===== src/rtl/spi_serv_pkg.sv =====
// rtl/spi_serv_pkg.sv - frame layout, response layout and FSM encoding for spi_master_serv
package spi_serv_pkg;

  localparam int FRAME_BITS  = 72;
  localparam int RSP_BITS    = 40;
  localparam int ADR_MSB     = 71;
  localparam int DAT_MSB     = 39;
  localparam int WE_BIT      = 3;
  localparam int START_BIT   = 2;
  localparam int SYS_RST_BIT = 1;
  localparam int CPU_RST_BIT = 0;
  localparam int CNT_W       = 7;
  localparam int RSP_DAT_W   = 32;
  localparam int STATUS_W    = 3;
  // Only read data and status survive; response bits [7:3] are never stored.
  localparam int RSP_KEEP    = RSP_DAT_W + STATUS_W;

  typedef enum logic [2:0] {
    ST_IDLE,
    ST_SETUP,
    ST_SHIFT,
    ST_HOLD,
    ST_DONE
  } state_e;

  function automatic logic [FRAME_BITS-1:0] build_frame(
    input logic [31:0] adr,
    input logic [31:0] dat,
    input logic        we,
    input logic        start,
    input logic        sys_reset,
    input logic        cpu_reset
  );
    logic [FRAME_BITS-1:0] f;
    f                = '0;
    f[ADR_MSB -: 32] = adr;
    f[DAT_MSB -: 32] = dat;
    f[WE_BIT]        = we;
    f[START_BIT]     = start;
    f[SYS_RST_BIT]   = sys_reset;
    f[CPU_RST_BIT]   = cpu_reset;
    return f;
  endfunction

endpackage


===== src/rtl/spi_sclk_gen.sv =====
// rtl/spi_sclk_gen.sv - SCLK divider with rise/fall strobes; SCLK held low while disabled
module spi_sclk_gen #(
  parameter int CLK_DIV = 4
) (
  input  logic clk,
  input  logic rst,
  input  logic en_i,
  output logic rise_o,
  output logic fall_o,
  output logic sclk_o
);

  localparam int DW = $clog2(CLK_DIV);

  logic [DW-1:0] div_q;
  logic          sclk_q;
  logic          tick;

  // Strobes fire in the cycle whose closing edge toggles SCLK.
  assign tick   = en_i && (div_q == DW'(CLK_DIV - 1));
  assign rise_o = tick && !sclk_q;
  assign fall_o = tick && sclk_q;
  assign sclk_o = sclk_q;

  always_ff @(posedge clk or posedge rst) begin
    if (rst) begin
      div_q  <= '0;
      sclk_q <= 1'b0;
    end else if (!en_i) begin
      div_q  <= '0;
      sclk_q <= 1'b0;
    end else if (tick) begin
      div_q  <= '0;
      sclk_q <= ~sclk_q;
    end else begin
      div_q  <= div_q + 1'b1;
    end
  end

endmodule


===== src/rtl/spi_master_serv.sv =====
// rtl/spi_master_serv.sv - SPI mode-0 master for the serv debug/loader bridge
// SPI_START_CLEAR_EN: re-send each start=1 frame with start=0 before reporting the response.
module spi_master_serv
  import spi_serv_pkg::*;
#(
  parameter int CLK_DIV  = 4,
  parameter int CS_GUARD = 2
) (
  input  logic        clk,
  input  logic        rst,
  input  logic        i_cmd_valid,
  output logic        o_cmd_ready,
  input  logic [31:0] i_adr,
  input  logic [31:0] i_dat,
  input  logic        i_we,
  input  logic        i_start,
  input  logic        i_sys_reset,
  input  logic        i_cpu_reset,
  output logic        o_rsp_valid,
  output logic [31:0] o_rsp_dat,
  output logic [2:0]  o_rsp_status,
  output logic        o_busy,
  output logic        o_sclk,
  output logic        o_cs_n,
  output logic        o_mosi,
  input  logic        i_miso
);

  if (CLK_DIV < 2) begin : g_clk_div_check
    $error("spi_master_serv: CLK_DIV must be >= 2");
  end
  if (CS_GUARD < 1) begin : g_cs_guard_check
    $error("spi_master_serv: CS_GUARD must be >= 1");
  end

  localparam int GW = (CS_GUARD > 1) ? $clog2(CS_GUARD) : 1;

  state_e                state_q;
  logic [FRAME_BITS-1:0] shift_q;
  logic [RSP_KEEP-1:0]   rsp_sh_q;
  logic [CNT_W-1:0]      bit_cnt_q;
  logic [GW-1:0]         guard_q;
  logic                  cs_n_q;
  logic                  rsp_valid_q;
  logic [31:0]           rsp_dat_q;
  logic [2:0]            rsp_status_q;
`ifdef SPI_START_CLEAR_EN
  logic [FRAME_BITS-1:0] cmd_q;
  logic                  gap_q;
`endif

  logic [FRAME_BITS-1:0] frame_d;
  logic                  sclk_rise;
  logic                  sclk_fall;
  logic                  guard_done;
  logic                  rsp_keep;

  assign frame_d    = build_frame(i_adr, i_dat, i_we, i_start, i_sys_reset, i_cpu_reset);
  assign guard_done = (guard_q == GW'(CS_GUARD - 1));
  assign rsp_keep   = (bit_cnt_q < CNT_W'(RSP_DAT_W)) ||
                      ((bit_cnt_q >= CNT_W'(RSP_BITS - STATUS_W)) && (bit_cnt_q < CNT_W'(RSP_BITS)));

  spi_sclk_gen #(.CLK_DIV(CLK_DIV)) u_sclk_gen (
    .clk    (clk),
    .rst    (rst),
    .en_i   (state_q == ST_SHIFT),
    .rise_o (sclk_rise),
    .fall_o (sclk_fall),
    .sclk_o (o_sclk)
  );

  // MOSI is the MSB of the shifter; 72 shifts leave it zero between frames.
  always_ff @(posedge clk or posedge rst) begin
    if (rst) begin
      state_q      <= ST_IDLE;
      shift_q      <= '0;
      rsp_sh_q     <= '0;
      bit_cnt_q    <= '0;
      guard_q      <= '0;
      cs_n_q       <= 1'b1;
      rsp_valid_q  <= 1'b0;
      rsp_dat_q    <= '0;
      rsp_status_q <= '0;
`ifdef SPI_START_CLEAR_EN
      cmd_q        <= '0;
      gap_q        <= 1'b0;
`endif
    end else begin
      rsp_valid_q <= 1'b0;
      case (state_q)
        ST_IDLE: begin
          if (i_cmd_valid) begin
            shift_q   <= frame_d;
            cs_n_q    <= 1'b0;
            guard_q   <= '0;
            bit_cnt_q <= '0;
`ifdef SPI_START_CLEAR_EN
            cmd_q     <= frame_d;
`endif
            state_q   <= ST_SETUP;
          end
        end
        ST_SETUP: begin
          if (guard_done) begin
            guard_q <= '0;
            state_q <= ST_SHIFT;
          end else begin
            guard_q <= guard_q + 1'b1;
          end
        end
        ST_SHIFT: begin
          if (sclk_rise && rsp_keep) begin
            rsp_sh_q <= {rsp_sh_q[RSP_KEEP-2:0], i_miso};
          end
          if (sclk_fall) begin
            shift_q <= {shift_q[FRAME_BITS-2:0], 1'b0};
            if (bit_cnt_q == CNT_W'(FRAME_BITS - 1)) begin
              state_q <= ST_HOLD;
            end else begin
              bit_cnt_q <= bit_cnt_q + 1'b1;
            end
          end
        end
        ST_HOLD: begin
          if (guard_done) begin
            guard_q <= '0;
`ifdef SPI_START_CLEAR_EN
            // gap_q marks the CS_n-high interval before the start-clearing resend.
            if (gap_q) begin
              gap_q     <= 1'b0;
              cs_n_q    <= 1'b0;
              shift_q   <= cmd_q;
              bit_cnt_q <= '0;
              state_q   <= ST_SETUP;
            end else if (cmd_q[START_BIT]) begin
              gap_q            <= 1'b1;
              cs_n_q           <= 1'b1;
              cmd_q[START_BIT] <= 1'b0;
            end else
`endif
            begin
              cs_n_q       <= 1'b1;
              rsp_valid_q  <= 1'b1;
              rsp_dat_q    <= rsp_sh_q[RSP_KEEP-1:STATUS_W];
              rsp_status_q <= rsp_sh_q[STATUS_W-1:0];
              state_q      <= ST_DONE;
            end
          end else begin
            guard_q <= guard_q + 1'b1;
          end
        end
        ST_DONE: state_q <= ST_IDLE;
        default: state_q <= ST_IDLE;
      endcase
    end
  end

  assign o_cmd_ready  = (state_q == ST_IDLE);
  assign o_busy       = (state_q != ST_IDLE);
  assign o_cs_n       = cs_n_q;
  assign o_mosi       = shift_q[FRAME_BITS-1];
  assign o_rsp_valid  = rsp_valid_q;
  assign o_rsp_dat    = rsp_dat_q;
  assign o_rsp_status = rsp_status_q;

endmodule


===== config.mk =====
export PLATFORM = sky130hd
export DESIGN_NAME = spi_master_serv
export DESIGN_NICKNAME = d
export VERILOG_FILES = /design/src/rtl/spi_serv_pkg.sv /design/src/rtl/spi_sclk_gen.sv /design/src/rtl/spi_master_serv.sv
export SDC_FILE = /design/constraint.sdc
export NUM_CORES = 1
export LEC_CHECK = 0
export BUFFER_PORTS_ARGS = -buffer_cell sky130_fd_sc_hd__buf_2
export CAP_MARGIN = 40
export CORE_MARGIN = 5
export CORE_UTILIZATION = 58
export CTS_BUF_LIST = sky130_fd_sc_hd__clkbuf_2 sky130_fd_sc_hd__clkbuf_4 sky130_fd_sc_hd__clkbuf_8
export CTS_CLUSTER_SIZE = 16
export DETAILED_ROUTE_END_ITERATION = 10
export PLACE_DENSITY_LB_ADDON = 0.25
export SLEW_MARGIN = 5
export SYNTH_ARGS = -nofsm -noshare
export SYNTH_HDL_FRONTEND = slang
export SYNTH_SLANG_ARGS = --single-unit

===== constraint.sdc =====
create_clock -name clk -period 5.89 [get_ports clk]
set_input_delay 0 -clock clk [delete_from_list [all_inputs] [get_ports clk]]
set_output_delay 0 -clock clk [all_outputs]
set_load 0.01 [all_outputs]

==> metrics.md <==
| Metric | Value |
|---|---|
| Outcome | complete, no violations |
| Overall power of the completed layout | 0.001960 W |
| Worst ir drop on vdd | 202.7 uV |
| Avg Inst Size Synth | 9.582 sq um |
| Longest individual stage delay on the worst path | 0.65 ns |
| CTS tree | yes |
| Leak pwr | 4.312 nW |
| Clock network latency to the later pin of the worst-skew pair | 0.45 ns |
| CORE AREA | 11,320 sq um |
| DRC errors left | 0 |
| Growth of design area from synthesis to finish | 26.17% |
| Maximum fanout along the worst path | 76 |
| Startpoint kind of the worst setup timing path | flop |
| Share of total power in the clock network | 40.0% |
| Global-route wire length before repair | 24,670 microns |
| Synthesized netlist net count | 769 |
| Number of buffers on the longest clock path | 2 |
| Cell area after synthesis | 6650 sq um |
| Cell-by-cell listing of the critical path | nand3_1, a21oi_4, buf_4, buf_16, nor2_1, a31oi_1 |
| Count of maximum capacitance violations | 0 |
| DRC marker count from the first detailed-route iteration | 429 |
| Count of mapped cells out of synthesis | 694 |
| Combinational share of power | 4.5% |
| Port bufs | 112 |
| Pre-CTS worst setup slack | 3.565 ns |
| Setup total negative slack | 0 ns |
| EDFF count, synth | 0 |
| Class of the tightest hold or removal check | in2async |
| Detail-routed via count per cell | 5.383 |
| WS Path Type | reg2reg |
| Initial Utilization | 58.74% |
| Clock tree skew after final layout | 0.01178 ns |
| Critical-path top delay cell | dfrtp_1 |
| Count of boundary I/O pins | 113 |
| Highest layer used for signal routing | met4 |
| Reg2Reg Depth | 6 |
| Clock-pin transition on the worst setup and hold timing paths | 0.08 ns |
| Asr flop ratio synth | 100.0% |
| Maximum number of pins on one net before global-route repair | 81 |
| Floorplan die height | 117.1 microns |
| Horizontal die dimension | 117.1 microns |
| Switching share of total power | 21.98% |
| Max Transition Viols Final | 0 |
| Tcrit/Tclk final | 40.81% |
| Number of hold violations in the final report | 0 |
| GPL Wtd Cong | 0.8168 |
| Main synth FF type | dfrtp_1 |
| Slew at the pin closest to its max-slew limit | 0.7048 ns |
| Routed wire length on met3 | 644 microns |
| Tightest slew margin relative to the limit | 53.01% |
| Via count of the first global-routing pass | 5,350 |
| Synthesis Warnings | 0 |
| Die area | 13,710 sq um |
| CP Data Required Time | 6.25 ns |
| WL met2 | 7419 microns |
| Vias after detailed routing | 5,469 |
| Overflow left after global routing | 0 |
| Instance count on the critical path | 6 |
| Total track usage | 23.20% |
| Crit end category | flop |
| Final setup margin | 3.486 ns |
| Quantity of gates resized following cts | 0 |
| Sink Count | 158 |
| Number of detailed-route iterations in the first pass | 8 |
| Unrepaired setup endpoints after global routing | no |
| Antenna-violating nets left | 0 |
| H-Tree Level Count | 4 |
| Design internal power | 0.001529 W |
| Root buffer cell | clkbuf_8 |
| Final wirelength | 14,870 microns |
| Number of different library cells in the post-synthesis netlist | 38 |
| Sequential group share of total power | 55.5% |
| Core Rows | 39 |
| Sequential area share after synthesis | 59.47% |
| Min Clock Period, post-route | 2.404 ns |
| Layout cells sized above 1 | 22.36% |
| Antenna violations before repair | 1 |
| Final setup violation count | 0 |
| Filler Cell Count | 792 |
| Power density normalized to cell area | 233.6 nW/um^2 |
| Peak clock frequency supported by timing | 0.4160 GHz |
| Setup Fix Bufs, Post-CTS | 0 |
| Total half-perimeter wirelength after legalization and detailed placement | 8900 microns |
| Switching component of the power | 0.0004308 W |
| Number of synthesized register bits | 158 |
| Data arrival at the endpoint of the critical path | 2.77 ns |
| Drt wl/cell | 14.64 microns |
| Family with the most delay on the worst path | buffers and inverters |
| Total number of nets in the final design | 936 |
| Worst path buffer plus inverter count | 2 |
| Number of CTS-inserted buffers | 17 |
| Wl on met1 | 6200 microns |
[cells in the mapped netlist (3+ instances only)]
cell type | instances | area, sq um
nand2_1 | 260 | 975.9
dfrtp_1 | 157 | 3929
nor2_1 | 71 | 266.5
a31oi_1 | 67 | 419.2
mux2_2 | 32 | 360.4
clkbuf_1 | 27 | 101.4
buf_2 | 11 | 55.05
nand3_1 | 8 | 40.04
a21oi_1 | 6 | 30.03
inv_1 | 6 | 22.52
buf_6 | 4 | 45.04
nand4b_1 | 4 | 35.03
or4_1 | 4 | 30.03
ha_1 | 3 | 37.54
mux2_4 | 3 | 45.04
nor3_1 | 3 | 15.01
o31ai_1 | 3 | 22.52
[sequential cells by signal (all words and copies together), names as in the netlist]
name,count
bit_cnt_q,7
o_cs_n,1
u_sclk_gen.sclk_o,1
shift_q,72
o_rsp_dat,32
guard_done,1
u_sclk_gen.div_q,2
o_rsp_valid,1
o_rsp_status,3
state_q,3
rsp_sh_q,35
[power by group through the flow]
stage | registers [W] | clock network, W | logic [W]
final | 0.00109 | 0.000784 | 0.0000886
after global routing | 0.00109 | 0.000842 | 0.0000982
after CTS | 0.00109 | 0.000798 | 0.0000886
after detailed placement | 0.00111 | 0 | 0.0000523
after global placement | 0.00111 | 0 | 0.0000491
after floorplan | 0.00111 | 0 | 0.0000183
[layout make-up]
type	instances	area, sq um	share of cell area, %
sequential	158	3955	47.14
multi-input combinational	487	2479	29.54
timing repair buffer	190	1364	16.25
clock buffer	19	261.5	3.117
tap	143	178.9	2.132
clock inverter	11	118.9	1.417
inverter	7	31.28	0.3728
antenna	1	2.502	0.02982
[kinds of logic after synthesis]
| group | synth area share (%) |
|---|---|
| AO/OA/AOI/OAI | 8.335 |
| XOR/XNOR | 0.2635 |
| adder cells (fa/ha/maj) | 0.5645 |
| buffers and inverters | 3.424 |
| flip-flops | 59.47 |
| multiplexers | 6.096 |
| AND/OR/NAND/NOR | 21.84 |
[cell usage in the layout (no fill, tap or decap), drive strengths merged]
cell type,Yosys,layout
o211ai,2,2
ha,3,3
nand4b,4,4
o31ai,3,3
buf,15,119
and2,2,2
a221o,1,1
a21oi,7,7
inv,7,7
nand2b,1,1
clkinv,0,8
bufinv,0,2
dfstp,1,1
and3,1,1
or2,1,1
xor2,1,1
a31oi,67,67
or3b,1,1
diode,0,1
mux2,35,35
nor2,71,71
nor3,3,3
dfrtp,157,157
clkbuf,27,19
nand4,1,1
xnor2,1,1
dlygate4sd3,0,71
nand2,260,260
or3,3,3
o21a,1,1
o22ai,1,1
clkinvlp,0,1
o21ai,3,3
o221ai,1,1
a21o,1,1
nand3,8,8
or4,4,4
[timing repair]
action | in CTS | in global routing
hold endpoints to repair | 154 | 0
setup endpoints to repair | 0 | 0
hold buffers | 71 | 0
[final timing paths]
kind                                           from                  end  slack, ns
worst max-delay path                     state_q[1]          shift_q[62]       3.49
worst min-delay path                            rst        o_rsp_dat[25]       0.21
worst max register to register           state_q[1]          shift_q[62]       3.49
worst min register to register  u_sclk_gen.div_q[0]  u_sclk_gen.div_q[0]       0.44
max in group asynchronous                       rst          shift_q[53]       4.64
min in group clk                             i_miso          rsp_sh_q[0]       0.32
[through the flow]
stage               cells  util, %  instance area (sq um)  hold WS (ns)
CTS                  1015    74.09                   8388        0.2175
global placement      912    63.97                   7242        0.1554
detailed placement    914    64.46                   7297        0.1640
floorplan             694        -                   6650        0.1327
finish               1016    74.12                   8391        0.2083
global route         1016    74.12                   8391        0.2709
[routing by layer]
| metal | GRT usage [%] | up-vias |
|---|---|---|
| met5 | 0 | - |
| li1 | - | 2625 |
| met2 | 37.66 | 173 |
| met1 | 28.93 | 2623 |
| met4 | 12.46 | 0 |
| met3 | 5.553 | 48 |
[worst min-delay path, cell delays in order]
cell           delay, ns
dlygate4sd3_1       0.53
buf_2               0.14
inv_6               0.48
(Power assumes the default switching activity.)
